<file path="src/rtl/rx_fir_align.sv">
// Aligns four independently strobed rx filter outputs into frames via per-channel FIFOs.
// Optional debug bus enabled by defining RX_FIR_ALIGN_DEBUG_EN.
module rx_fir_align #(
    parameter int FIFO_AW = 3
) (
    input  logic         logic_clk_in,
    input  logic         logic_rst_in,
    input  logic [31:0]  data_fir0_in,
    input  logic [31:0]  data_fir1_in,
    input  logic [31:0]  data_fir2_in,
    input  logic [31:0]  data_fir3_in,
    input  logic         fir0_rdy_in,
    input  logic         fir1_rdy_in,
    input  logic         fir2_rdy_in,
    input  logic         fir3_rdy_in,
    input  logic         data_rdy_in,
    output logic [31:0]  data_ch0_out,
    output logic [31:0]  data_ch1_out,
    output logic [31:0]  data_ch2_out,
    output logic [31:0]  data_ch3_out,
    output logic         data_vld_out,
    output logic         sync_out,
    output logic [3:0]   ovf_err_out,
    input  logic         err_clr_in,
    output logic [199:0] debug_signal
);

    localparam int DEPTH = 1 << FIFO_AW;
    localparam logic [FIFO_AW:0] CNT_FULL = (FIFO_AW+1)'(DEPTH);

    typedef enum logic {
        SYNC = 1'b0,
        RUN  = 1'b1
    } state_t;

    state_t state_q, state_d;

    logic [31:0]        data_in [4];
    logic [3:0]         strb;
    logic [FIFO_AW-1:0] wr_ptr_q [4];
    logic [FIFO_AW-1:0] wr_ptr_d [4];
    logic [FIFO_AW-1:0] rd_ptr_q [4];
    logic [FIFO_AW-1:0] rd_ptr_d [4];
    logic [FIFO_AW:0]   cnt_q [4];
    logic [FIFO_AW:0]   cnt_d [4];
    logic [31:0]        fifo_mem_q [4][DEPTH];
    logic [31:0]        data_q [4];
    logic [31:0]        data_d [4];
    logic               vld_q, vld_d;
    logic [3:0]         ovf_q, ovf_d;

    logic               align;
    logic               pop;
    logic [3:0]         nonempty;
    logic [3:0]         full;
    logic [3:0]         wr_req;
    logic [3:0]         wr_acc;
    logic [3:0]         ovf_set;
    logic               flush;

    assign strb = {fir3_rdy_in, fir2_rdy_in, fir1_rdy_in, fir0_rdy_in};

    always_comb begin
        data_in[0] = data_fir0_in;
        data_in[1] = data_fir1_in;
        data_in[2] = data_fir2_in;
        data_in[3] = data_fir3_in;
    end

    // Control decode: alignment, frame pop, per-channel write/overflow.
    always_comb begin
        align = (state_q == SYNC) && (&strb);
        for (int n = 0; n < 4; n++) begin
            nonempty[n] = (cnt_q[n] != '0);
            full[n]     = (cnt_q[n] == CNT_FULL);
        end
        pop = (state_q == RUN) && (&nonempty) && data_rdy_in;
        for (int n = 0; n < 4; n++) begin
            wr_req[n]  = (state_q == RUN) ? strb[n] : align;
            ovf_set[n] = (state_q == RUN) && strb[n] && full[n] && !pop;
        end
        flush = |ovf_set;
        for (int n = 0; n < 4; n++) begin
            // A full FIFO still accepts a write when the same cycle pops it.
            wr_acc[n] = wr_req[n] && !(full[n] && !pop) && !flush;
        end
    end

    always_comb begin
        for (int n = 0; n < 4; n++) begin
            wr_ptr_d[n] = wr_ptr_q[n];
            rd_ptr_d[n] = rd_ptr_q[n];
            cnt_d[n]    = cnt_q[n];
            data_d[n]   = data_q[n];
        end
        vld_d   = pop;
        ovf_d   = (ovf_q & ~{4{err_clr_in}}) | ovf_set;
        state_d = state_q;

        for (int n = 0; n < 4; n++) begin
            if (flush || ((state_q == SYNC) && !align)) begin
                wr_ptr_d[n] = '0;
                rd_ptr_d[n] = '0;
                cnt_d[n]    = '0;
            end else begin
                wr_ptr_d[n] = wr_ptr_q[n] + {{(FIFO_AW-1){1'b0}}, wr_acc[n]};
                rd_ptr_d[n] = rd_ptr_q[n] + {{(FIFO_AW-1){1'b0}}, pop};
                cnt_d[n]    = cnt_q[n] + {{FIFO_AW{1'b0}}, wr_acc[n]}
                                       - {{FIFO_AW{1'b0}}, pop};
            end
            if (pop) begin
                data_d[n] = fifo_mem_q[n][rd_ptr_q[n]];
            end
        end

        case (state_q)
            SYNC:    if (align) state_d = RUN;
            RUN:     if (flush) state_d = SYNC;
            default: state_d = SYNC;
        endcase
    end

    // Sample storage carries no reset; occupancy is tracked by the counters.
    always_ff @(posedge logic_clk_in) begin
        for (int n = 0; n < 4; n++) begin
            if (wr_acc[n]) begin
                fifo_mem_q[n][wr_ptr_q[n]] <= data_in[n];
            end
        end
    end

    always_ff @(posedge logic_clk_in or posedge logic_rst_in) begin
        if (logic_rst_in) begin
            state_q <= SYNC;
            vld_q   <= 1'b0;
            ovf_q   <= 4'b0;
            for (int n = 0; n < 4; n++) begin
                wr_ptr_q[n] <= '0;
                rd_ptr_q[n] <= '0;
                cnt_q[n]    <= '0;
                data_q[n]   <= '0;
            end
        end else begin
            state_q <= state_d;
            vld_q   <= vld_d;
            ovf_q   <= ovf_d;
            for (int n = 0; n < 4; n++) begin
                wr_ptr_q[n] <= wr_ptr_d[n];
                rd_ptr_q[n] <= rd_ptr_d[n];
                cnt_q[n]    <= cnt_d[n];
                data_q[n]   <= data_d[n];
            end
        end
    end

    assign data_ch0_out = data_q[0];
    assign data_ch1_out = data_q[1];
    assign data_ch2_out = data_q[2];
    assign data_ch3_out = data_q[3];
    assign data_vld_out = vld_q;
    assign sync_out     = (state_q == RUN);
    assign ovf_err_out  = ovf_q;

`ifdef RX_FIR_ALIGN_DEBUG_EN
    logic [199:0] debug_q, debug_d;

    // Registered snapshot so the bus reads zero under reset regardless of strobes.
    always_comb begin
        debug_d        = '0;
        debug_d[3:0]   = nonempty;
        debug_d[7:4]   = strb;
        debug_d[8]     = (state_q == RUN);
        debug_d[12:9]  = ovf_q;
        debug_d[44:13] = data_q[0];
    end

    always_ff @(posedge logic_clk_in or posedge logic_rst_in) begin
        if (logic_rst_in) begin
            debug_q <= '0;
        end else begin
            debug_q <= debug_d;
        end
    end

    assign debug_signal = debug_q;
`else
    assign debug_signal = '0;
`endif

endmodule

</file>
<file path="config.mk">
export PLATFORM = sky130hd
export DESIGN_NAME = rx_fir_align
export DESIGN_NICKNAME = d
export VERILOG_FILES = /design/src/rtl/rx_fir_align.sv
export SDC_FILE = /design/constraint.sdc
export NUM_CORES = 1
export LEC_CHECK = 0
export BUFFER_PORTS_ARGS = -buffer_cell sky130_fd_sc_hd__buf_2
export CAP_MARGIN = 10
export CORE_MARGIN = 2
export CORE_UTILIZATION = 60
export CTS_CLUSTER_DIAMETER = 60
export DETAILED_ROUTE_END_ITERATION = 7
export PLACE_DENSITY = 0.91
export SYNTH_ARGS = -nofsm -noshare
export SYNTH_HDL_FRONTEND = slang
export SYNTH_SLANG_ARGS = --single-unit
</file>
<file path="constraint.sdc">
create_clock -name logic_clk_in -period 11.2 [get_ports logic_clk_in]
set_input_delay 2.24 -clock logic_clk_in [delete_from_list [all_inputs] [get_ports logic_clk_in]]
set_output_delay 2.24 -clock logic_clk_in [all_outputs]
set_load 0.005 [all_outputs]
</file>
==> results.toml <==
[flow_run]
cap_violations = 0

[grt]
busiest_layer = "met2"
grt_overflow = 0
grt_pass1_wl_um = 159100
grt_pass1_vias = 24900
grtUsageMet2_pct = 45.37
grt_max_degree = 102
grt.total_usage_pct = 26.21
met3_usage_pct = 4.864
use_met1_pct = 34.09
antenna_found_initial = 17

[setup_path]
cp_common_cell = "buf_4"
path_delay_family = "buffers and inverters"
startpoint_type = "input port"
crit_fanout = 64
crit_type = "in -> reg"
ff2ff_path_depth = 15
cp.arrival_ns = 5.98
r2r_setup_slack_ns = 6.52
cp.depth = 14
cp_slowest_cell = "buf_4"
reg2reg_to = "cnt_q[2]"
cp.required_ns = 11.72
cp-endpoint = "cnt_q[2]"
cp-startpoint = "data_rdy_in"
critical-path-max-stage-delay_ns = 0.73
r2r_start = "cnt_q[10]"
end_kind = "flip-flop"
crit_buf_inv = 5
crit_chain = "buf_2, nand2_1, nor4_4, buf_4, a21oi_4, buf_4, buf_4, or2_2, ha_1, inv_1, ha_1, fa_1, xnor2_1, nor3_1"

[floorplan]
start_util_pct = 60.84
fp.dieH_um = 284.7
io_pins = 470
coreArea_um2 = 77720
rows = 102
dieArea_um2 = 81070
die_x_um = 284.7

[sta]
setup_viol = 0
period_share_pct = 48.74
drv_slew = 0
fin_tns_setup_ns = 0
skew_ns = 0.02985
timing.hold.ws_ns = 0.5136
slew_headroom_pct = 17.14
rsz0062_at_grt = "no"
hold_viol = 0
fmax_ghz = 0.1832
min_period_ns = 5.459
worst_pin_slew_ns = 1.243

[clock_tree]
cts_tree = "done"
cts_sinks = 1198
clkTransAtPathRegs_ns = 0.07
cts_buffer_depth = 3
postCtsSetupRepairBufs = 0
worstSkewPairLatency_ns = 0.68
cts_root_buffer = "clkbuf_16"
ctsResizeCount = 0
cts_buffers = 113
htreeDepth = 3
holdBufCountCts = 0

[route]
routed_wirelength_um = 105300
dr.pass1.iters = 7
vias_per_cell = 6.165
wire_per_inst_um = 27.30
drt_iter0_markers = 2510
vias = 23770
ant_nets = 0
route.detailed.drc = 0

[power_and_ir_drop]
power_density_nw_per_um2 = 204.5
p_clk_share_pct = 37.1
switching_power_w = 0.002774
max-vdd-ir-drop_v = 0.0001302
p_seq_share_pct = 50.0
internal_power_w = 0.008119
leakagePower_nw = 18.34
swShare_pct = 25.47
pwr-share-comb_pct = 13.0

[place]
place_hpwl_um = 57620
place.gp.congestion = 0.7714
io_buffers = 269

[final_layout]
area_growth_pct = 12.66
drive_gt1_share_pct = 29.00
nets = 2885

[outcome]
status = "completed"

[logic_synthesis]
synth_warnings = 0
muxShareOfSynthArea_pct = 14.90
synth.avg_cell_area_um2 = 19.71
synth_xor_area_share_pct = 0.2964
ys_types = 34
synth_compound_area_share_pct = 3.136
yosys_register_bits = 1198
synthAdderAreaFrac_pct = 1.228
netlist_area_um2 = 47280
yosys.area_share.simple_pct = 1.643
synth_seq_area_share_pct = 74.24
synth_top_family_by_area = "multiplexers"
synth_cells = 2399

[worst_hold_path]
worstHoldPathType = "reg -> reg"
[synth_stat cells]
master | number | area share [%]
nand2b_1 | 8 | 0.11
buf_2 | 62 | 0.66
inv_2 | 1 | 0.0079
inv_1 | 23 | 0.18
nor4_1 | 15 | 0.20
nor4bb_1 | 4 | 0.085
fa_1 | 4 | 0.17
nand2_2 | 1 | 0.013
nand2_1 | 11 | 0.087
o211ai_2 | 1 | 0.026
conb_1 | 1 | 0.0079
buf_4 | 200 | 3.2
or2_2 | 4 | 0.053
nand3_1 | 3 | 0.032
o41ai_1 | 4 | 0.074
clkbuf_1 | 64 | 0.51
buf_1 | 2 | 0.016
xnor2_1 | 16 | 0.30
dfrtp_1 | 174 | 9.2
a21o_1 | 4 | 0.064
a41oi_1 | 1 | 0.019
a21oi_2 | 1 | 0.019
nor3_1 | 20 | 0.21
nor4_4 | 1 | 0.045
a21oi_1 | 263 | 2.8
mux2i_1 | 128 | 2.7
nor3b_1 | 31 | 0.49
edfxtp_1 | 1024 | 65
nor2_1 | 10 | 0.079
a32o_1 | 4 | 0.085
a31oi_1 | 5 | 0.066
mux4_2 | 256 | 12
ha_1 | 40 | 1.1
nor4b_1 | 13 | 0.24
[state kept, by name, summed over array words and instances, names as in the netlist]
name	cells
ovf_err_out	4
data_ch0_out	32
data_ch1_out	32
data_vld_out	1
cnt_q	16
rd_ptr_q	12
data_ch2_out	32
wr_ptr_q	12
fifo_mem_q	1024
sync_out	1
data_ch3_out	32
[cell families after synthesis]
kind of cell | after synthesis
compound gates | 283
xor+xnor | 16
fa+ha+maj | 44
buf+inv | 352
flops | 1198
mux | 384
other cells | 1
simple gates | 121
[per-stage QoR]
stage / setup slack [ns] / total power (W) / util (%) / cells / area [um^2]
2_1_floorplan: 4.186 / 0.006313 / - / 2598 / 48030
3_3_place_gp: 5.357 / 0.006775 / 63.39 / 3630 / 49270
3_5_place_dp: 5.121 / 0.006893 / 63.39 / 3630 / 49270
4_1_cts: 5.803 / 0.01094 / 68.50 / 3843 / 53240
5_1_grt: 5.617 / 0.01126 / 68.53 / 3853 / 53260
6_report: 5.741 / 0.01089 / 68.54 / 3856 / 53270
[metal layers]
metal	routed length, um	share of wire (%)	vias to the layer above
li1	-	-	9841
met5	63	0.060	-
met4	2843	2.7	10
met2	55390	53	1422
met1	38340	36	12270
met3	8622	8.2	233
[placed cells by master, fill, tap and decap left out, types with 10 or more instances in the layout]
master,count
dfrtp_1,162
mux4_2,256
mux2i_1,128
a21oi_1,263
ha_1,40
diode_2,13
conb_1,200
nor2_1,10
clkbuf_16,113
edfxtp_1,1024
buf_2,269
inv_1,22
clkbuf_8,11
bufinv_16,19
clkbuf_1,24
buf_4,51
nor4_2,15
nor3b_1,31
nor3_1,16
nor4b_2,13
nand2_1,10
clkinv_2,23
xnor2_1,16
[worst reg2reg max path, stage by stage (launching register included)]
cell	delay, ns
dfrtp_1	0.38
inv_1	0.11
ha_1	0.15
nor3b_1	0.74
nor4_4	0.12
buf_4	0.41
a21oi_4	0.26
buf_4	0.46
buf_4	0.59
or2_2	0.25
ha_1	0.13
inv_1	0.06
ha_1	0.21
fa_1	0.40
xnor2_1	0.22
nor3_1	0.06
[worst min-delay path by stage]
stage / from / end / slack, ns / depth (start not counted)
5_1_grt: data_ch0_out[4] / data_ch0_out[4] / 0.55 / 2
3_3_place_gp: ovf_err_out[0] / ovf_err_out[0] / 0.50 / 1
2_1_floorplan: ovf_err_out[2] / ovf_err_out[2] / 0.49 / 1
3_5_place_dp: ovf_err_out[2] / ovf_err_out[2] / 0.48 / 1
6_report: ovf_err_out[2] / ovf_err_out[2] / 0.51 / 1
4_1_cts: ovf_err_out[2] / ovf_err_out[2] / 0.51 / 1
[final cells by class]
type	count	area, um^2
antenna	13	32.53
clock buffer	148	3069
clock inverter	65	899.6
fill	4611	24450
inverter	24	102.6
multi-input combinational	1048	11010
sequential	1198	35130
tap	1040	1301
timing repair buffer	320	1729
[power by group through the flow]
stage / Clock [W] / Sequential [W] / Combinational, W
floorplan: 0 / 0.00549 / 0.000825
global placement: 0 / 0.00548 / 0.00129
detailed placement: 0 / 0.00551 / 0.00138
CTS: 0.00408 / 0.00544 / 0.00142
global route: 0.00425 / 0.00547 / 0.00153
finish: 0.00404 / 0.00544 / 0.00141
No activity file was read; power rests on OpenSTA's default activity.
